`src/rtl/led_pulse_stretch.sv`:
```
// led_pulse_stretch
//   Turns short internal event pulses into human-visible LED blinks. Each
//   channel stretches a rising edge on evt_i into OnCount cycles of LED on,
//   followed by a GapCount-cycle forced-off gap. This keeps back-to-back
//   events visible as separate blinks. One further event per channel is
//   queued while a blink is in progress.
//
// Ports
//   clk_i      : clock
//   rst_ni     : asynchronous active-low reset
//   evt_i      : [NumCh] event inputs, synchronous to clk_i, any pulse width
//   led_o      : [NumCh] registered LED drive
//   busy_o     : [NumCh] registered, channel not idle or has an event queued
//   overflow_o : [NumCh] registered one-cycle pulse when an event is dropped

module led_pulse_stretch_ch #(
  parameter int OnCount   = 500,
  parameter int GapCount  = 250,
  parameter bit Retrigger = 1'b0
) (
  input  logic clk_i,
  input  logic rst_ni,
  input  logic evt_i,
  output logic led_o,
  output logic busy_o,
  output logic overflow_o
);

  localparam int MaxCnt = (OnCount > GapCount) ? OnCount : GapCount;
  localparam int CntW   = (MaxCnt > 1) ? $clog2(MaxCnt + 1) : 1;
  localparam logic [CntW-1:0] OnLast  = CntW'(OnCount - 1);
  // GAP is unreachable when GapCount == 0; the clamp keeps the constant legal.
  localparam logic [CntW-1:0] GapLast = CntW'((GapCount > 0) ? GapCount - 1 : 0);

  typedef enum logic [1:0] {IDLE, ON, GAP} state_e;

  state_e          state_q, state_d;
  logic [CntW-1:0] cnt_q, cnt_d;
  logic            pend_q, pend_d;
  logic            evt_q;
  logic            ovf_d;
  logic            evt;

  // Rising edge only: a held level yields one event. evt_q resets low, so a
  // level already high at reset release also counts once.
  assign evt = evt_i & ~evt_q;

  always_comb begin
    state_d = state_q;
    cnt_d   = cnt_q;
    pend_d  = pend_q;
    ovf_d   = 1'b0;
    unique case (state_q)
      IDLE: begin
        if (evt) begin
          state_d = ON;
          cnt_d   = '0;
        end
      end
      ON: begin
        if (Retrigger && evt) begin
          // Extend the blink; the queued event (if any) is untouched.
          cnt_d = '0;
        end else if (cnt_q == OnLast && GapCount == 0) begin
          // No gap: a queued or arriving event merges straight into a new
          // ON period. If both exist, one is consumed and one stays queued.
          if (pend_q || evt) begin
            cnt_d  = '0;
            pend_d = pend_q & evt;
          end else begin
            state_d = IDLE;
            cnt_d   = '0;
          end
        end else begin
          if (evt) begin
            if (pend_q) ovf_d  = 1'b1;
            else        pend_d = 1'b1;
          end
          if (cnt_q == OnLast) begin
            state_d = GAP;
            cnt_d   = '0;
          end else begin
            cnt_d = cnt_q + 1'b1;
          end
        end
      end
      GAP: begin
        if (cnt_q == GapLast) begin
          cnt_d = '0;
          if (pend_q || evt) begin
            // An event on this cycle is consumed directly by the transition,
            // so a queued event survives only when both are present.
            state_d = ON;
            pend_d  = pend_q & evt;
          end else begin
            state_d = IDLE;
          end
        end else begin
          cnt_d = cnt_q + 1'b1;
          if (evt) begin
            if (pend_q) ovf_d  = 1'b1;
            else        pend_d = 1'b1;
          end
        end
      end
      default: begin
        state_d = IDLE;
        cnt_d   = '0;
        pend_d  = 1'b0;
      end
    endcase
  end

  always_ff @(posedge clk_i or negedge rst_ni) begin
    if (!rst_ni) begin
      state_q    <= IDLE;
      cnt_q      <= '0;
      pend_q     <= 1'b0;
      evt_q      <= 1'b0;
      led_o      <= 1'b0;
      busy_o     <= 1'b0;
      overflow_o <= 1'b0;
    end else begin
      state_q    <= state_d;
      cnt_q      <= cnt_d;
      pend_q     <= pend_d;
      evt_q      <= evt_i;
      // Outputs are taken from next-state so they line up with the state.
      led_o      <= (state_d == ON);
      busy_o     <= (state_d != IDLE) | pend_d;
      overflow_o <= ovf_d;
    end
  end

endmodule

module led_pulse_stretch #(
  parameter int NumCh     = 8,
  parameter int OnCount   = 500,
  parameter int GapCount  = 250,
  parameter bit Retrigger = 1'b0
) (
  input  logic             clk_i,
  input  logic             rst_ni,
  input  logic [NumCh-1:0] evt_i,
  output logic [NumCh-1:0] led_o,
  output logic [NumCh-1:0] busy_o,
  output logic [NumCh-1:0] overflow_o
);

  for (genvar g = 0; g < NumCh; g++) begin : g_ch
    led_pulse_stretch_ch #(
      .OnCount  (OnCount),
      .GapCount (GapCount),
      .Retrigger(Retrigger)
    ) u_ch (
      .clk_i     (clk_i),
      .rst_ni    (rst_ni),
      .evt_i     (evt_i[g]),
      .led_o     (led_o[g]),
      .busy_o    (busy_o[g]),
      .overflow_o(overflow_o[g])
    );
  end

endmodule

```
`config.mk`:
```
export PLATFORM = sky130hd
export DESIGN_NAME = led_pulse_stretch
export DESIGN_NICKNAME = d
export VERILOG_FILES = /design/src/rtl/led_pulse_stretch.sv
export SDC_FILE = /design/constraint.sdc
export NUM_CORES = 1
export LEC_CHECK = 0
export ABC_AREA = 1
export CORE_ASPECT_RATIO = 1.4
export CORE_MARGIN = 5
export CORE_UTILIZATION = 60
export DETAILED_ROUTE_END_ITERATION = 10
export GPL_ROUTABILITY_DRIVEN = 0
export PLACE_DENSITY = 0.83
export SLEW_MARGIN = 20
export SYNTH_ARGS = -nofsm -noshare
export SYNTH_HDL_FRONTEND = slang
export SYNTH_SLANG_ARGS = --single-unit
```
`constraint.sdc`:
```
create_clock -name clk_i -period 1.7 [get_ports clk_i]
set_input_delay 0.34 -clock clk_i [delete_from_list [all_inputs] [get_ports clk_i]]
set_output_delay 0.34 -clock clk_i [all_outputs]
set_load 0.02 [all_outputs]
```
; Yosys cells after proc, flatten, opt, wreduce, memory -nomap -nowiden
; Cells that the tools add are included.
[classes]
muxes = 136
eq_ne = 48
reduce_logical = 24
n_addsub = 8
bitwise_logic = 32
[op_table]
columns = cell, n
row1 = $mux 9, 24
row2 = $pmux 9 s3, 8
row3 = $add 9x1->9 const B, 8
row4 = $eq 9x8->1 const B, 8
row5 = $eq 9x9->1 const B, 8
row6 = $mux 1, 56
row7 = $mux 2, 24
row8 = $pmux 2 s3, 8
row9 = $eq 2x1->1 const B, 16
row10 = $pmux 1 s3, 8
row11 = $and 1x1->1, 16
row12 = $eq 2x2->1 const B, 8
row13 = $logic_not 2->1, 8
row14 = $ne 2x1->1 const B, 8
row15 = $pmux 1 s2, 8
row16 = $reduce_bool 2->1, 8
row17 = $logic_or 1x1->1, 8
row18 = $not 1->1, 8
row19 = $or 1x1->1, 8
[totals]
ff_bits = 128
in_bits = 10
wordCells = 304

; Depth between registers and ports, before layout
[logic_depth]
depth_word = 8
depth_mapped = 11
mapped_depth_nobuf = 11

; Hierarchy
; Synthesis repeated with hierarchy kept, for this count alone.
[unflattened]
hier_cells = 943
area_unflattened_um2 = 7588.5
[by_module_without_submodules]
columns = mod, area_per_inst_um2, n_inst, seq_area_each_um2, cells_each
row1 = led_pulse_stretch_ch (g_ch[0].u_ch ...), 932.1, 5, 400.4, 116
row2 = led_pulse_stretch_ch (g_ch[5].u_ch ...), 975.9, 3, 400.4, 121

; Worst setup path after synthesis
; No wires, ideal clock.
[synth_path]
path_kind = register to register
startpoint = register g_ch[5].u_ch.state_q[0]
endpoint = register g_ch[5].u_ch.cnt_q[5]
period_less_slack_ns = 1.441
setup_ns = 0.128
arrival_time_ns = 1.312
path_slack_ns = 0.259
path_stages_with_launch = 9
n_path_buf = 0
required_time_ns = 1.572
path_cell_list = dfrtp_1 -> inv_1 -> ha_1 -> inv_1 -> nor2_2 -> inv_1 -> nand3_1 -> o21ai_0 -> a21boi_0
[synth_via]
elab_chain_len = 2
elab_cells_between_ends = 5
cone_classes = 3 x eq/ne / 1 x mux / 1 x reduce/logical
[synth_rtl]
columns = element, line_no
row1 = from (decl), 37  ; state_e state_q, state_d;
row2 = from (signal assigned), 124  ; state_q <= state_d;
row3 = $eq 2x2->1 (tied with other cells), 53  ; unique case (state_q)
row4 = $pmux 9 s3 or $ne 2x1->1 (tied branches), --
row5 = to (signal assigned), 125  ; cnt_q <= cnt_d;
row6 = to (decl), 38  ; logic [CntW-1:0] cnt_q, cnt_d;
; Parallel ways exist; a longest one is shown, timed or not.
; A chain may end at the register's enable or synchronous reset.

; Worst setup path in the final report
[layout_path]
startpoint = register g_ch[5].u_ch.overflow_o
endpoint = output port overflow_o[5]
[layout_rtl]
columns = element, line_no
row1 = from (decl), 26  ; output logic overflow_o
row2 = from (signal assigned), 131  ; overflow_o <= ovf_d;
row3 = to (decl), 148  ; output logic [NumCh-1:0] overflow_o
; No word-level cell between the ends.

==> flow_summary.ini <==
[critical_path]
cp_max_fo = 1
cp_slowest_stage_delay_ps = 600
critPathKind = flip-flop to output pin
crit_path_top_delay_cell = clkdlybuf4s50_1
worst_setup_path_end_kind = output pin
cp.arrival_ps = 1330
ff2ff_setup_slack_ps = 110
start_kind = flip-flop
path_delay_family = buffers and inverters
critPathRequiredTime_ps = 1360
cp_num_buf_inv = 1
crit_chain = clkdlybuf4s50_1

[die]
core_area_um2 = 12300
start_util_pct = 60.9
die_x_um = 104
io_pins = 34
die_y_um = 142
std_cell_rows = 48
dieArea_um2 = 14800

[power]
total_power_mw = 12.0
p_leak_nw = 4.32
ir_drop_mv = 0.719
power_density_nw_per_um2 = 1390

[synthesis]
synth_compound_area_share_pct = 6.74
synth_fp_nets = 980
synth-xor-area-share_pct = 4.46
yosys.area_share.simple_pct = 27.8
avgSynthCellArea_um2 = 8.10
synth.area.mux_share_pct = 0.134
synth_top_family_by_area = simple AND/OR/NAND/NOR gates
synth_edf_count = 0
ys_async_sr_fraction_pct = 100
yosys.area.top_type = dfrtp_1
synth_area_leaders = dfrtp_1 43%, nand2_1 9.5%, ha_1 8.0%
synthAdderAreaFrac_pct = 8.04
synthMostInstantiatedCell = nand2_1
ys_seq_elements = 128
yosysSeqAreaShare_pct = 42.9
syn-instance-count = 922
synth_area_um2 = 7470
synthTopCellsByCount = 188 x nand2_1, 146 x inv_1, 128 x dfrtp_1, 124 x nor2_1, 60 x nand3_1
synth_top_area_share_pct = 42.9
synth.distinct_cells = 34
synth_ff_type = dfrtp_1
yosys_warnings = 0

[route]
remaining_drc_errors = 0
routed_via_density = 5.15
drt_first_iter_violations = 159
via_count = 5871
drt-wirelength-per-cell_um = 12.6
drt.antenna.violating_nets = 0
firstDrtPassIters = 6
wl_um = 14300

[global_routing]
track_usage_pct = 20.2
grt.overflow.total = 0
grt_pass1_wl_um = 24900
grt_max_degree = 37
grt_pass1_vias = 5843
antenna_found_initial = 0

[layout]
nNetsFinal = 1035
diodes = 0
final_cell_area_um2 = 8640
area_growth_pct = 15.7
layout-drive-gt1-share_pct = 12.3

[placed_design]
place_area_um2 = 8020
hpwlAfterDp_um = 10200
io_buffer_count = 33

[sta]
relSlewSlack_pct = 76.6
setup_viol = 0
fin_skew_ps = 6.23
finalHoldViolCount = 0
tightestPinTransition_ps = 351
post-route-min-period_ps = 1670
slew_viol_final = 0
rsz0062_at_grt = true
fin_crit_sh_pct = 98.3
max_clock_freq_mhz = 599

[clock_network]
ctsRootBufferMaster = clkbuf_16
cts.sinks = 128
cts_buffers = 17
insertion_delay_ps = 410
htree_levels = 4
path_clk_slew_ps = 60
cts_tree = built
clk_path_buf_depth = 2

[run_status]
status = complete, no violations

[run]
cap_violations = 0

[worst_hold_path]
worstHoldPathType = primary input to asynchronous set/reset pin
## through the flow
stage	std cells	setup TNS (ps)	utilization (%)	hold slack (ps)	worst slack, ps
3_5_place_dp	1106	-2610	65.4	265	-194
2_1_floorplan	922	0	-	44.4	259
4_1_cts	1138	0	70.2	383	0.155
6_report	1139	0	70.5	390	29.5
3_3_place_gp	1106	-1060	65.4	260	-123
5_1_grt	1139	-7.11	70.5	398	-7.11
## path summary, 6_finish.rpt
kind                                                   start                                 to  cells after the start
max                        g_ch[5].u_ch.overflow_o$_DFF_PN0_                      overflow_o[5]                      1
min                                                   rst_ni       g_ch[2].u_ch.led_o$_DFF_PN0_                      2
max reg2reg                g_ch[1].u_ch.cnt_q[1]$_DFFE_PN0P_  g_ch[1].u_ch.cnt_q[3]$_DFFE_PN0P_                      9
min reg2reg                g_ch[0].u_ch.cnt_q[0]$_DFFE_PN0P_  g_ch[0].u_ch.cnt_q[0]$_DFFE_PN0P_                      1
max in group asynchronous                             rst_ni  g_ch[6].u_ch.overflow_o$_DFF_PN0_                      3
min in group clk_i                                  evt_i[7]       g_ch[7].u_ch.evt_q$_DFF_PN0_                      1
## cells by family (layout without fill, tap and decap cells)
logic type,after synthesis,in the layout
fa+ha+maj,48,48
mux,1,1
flops,128,128
buf+inv,174,241
xor+xnor,38,38
simple gates,457,457
compound gates,76,76
## where the power goes
group / internal, mW / total, mW / switching, mW
sequential: 3.65 / 4.11 / 0.461
combinational: 1.66 / 4.34 / 2.67
clock: 2.29 / 3.55 / 1.26
total: 7.61 / 12.0 / 4.39
## cell type report
cell class,instances,area [µm²]
clock buffer,25,495
clock inverter,6,80.1
fill,931,3610
inverter,150,563
multi-input combinational,620,3520
sequential,128,3200
tap,150,188
timing repair buffer,60,586
## layout by cell type (no fill, tap or decap), types with 2 or more instances in the layout
cell,netlist,final
dlygate4sd2_1,0,5
dlymetal6s2s_1,0,12
bufinv_16,0,2
buf_4,24,24
clkbuf_1,0,4
inv_2,4,4
inv_1,146,146
ha_1,48,48
o21a_1,3,3
nand3_1,60,60
clkdlybuf4s50_1,0,15
nor2_4,8,8
clkbuf_8,0,4
nor2_2,12,12
buf_12,0,2
nand2_4,2,2
xor2_1,32,32
nand3_2,5,5
dfrtp_1,128,127
nor3_1,12,12
nand4_1,20,20
a21oi_4,7,7
o21ai_0,13,13
nand2_2,22,23
nand2_1,188,187
clkinv_2,0,4
a21oi_1,35,35
a21oi_2,3,3
nor2_1,124,124
xnor2_1,6,6
o22ai_1,8,8
a21boi_0,2,2
clkbuf_16,0,17
## sequential cells by signal (all words and copies together) (netlist names)
register	cells
g_ch.u_ch.cnt_q	72
g_ch.u_ch.state_q	16
g_ch.u_ch.overflow_o	8
g_ch.u_ch.evt_q	8
g_ch.u_ch.led_o	8
g_ch.u_ch.pend_q	8
g_ch.u_ch.busy_o	8
## repair_timing
action                     4_1_cts  5_1_grt
buffers inserted                 0        1
hold endpoints to repair        32        0
gates resized for setup          5       14
pin swaps                        0        1
setup endpoints to repair        5       19
hold buffers                     1        0
cloned                           0        0
## layer usage
metal	track usage (%)	vias to the layer above	wire length (µm)
met2	38.0	100	7930
met1	21.7	2778	5770
met4	8.12	0	250
li1	-	2970	-
met3	4.40	23	394
met5	0	-	0
Note: power is estimated with default switching activity, not from simulation.
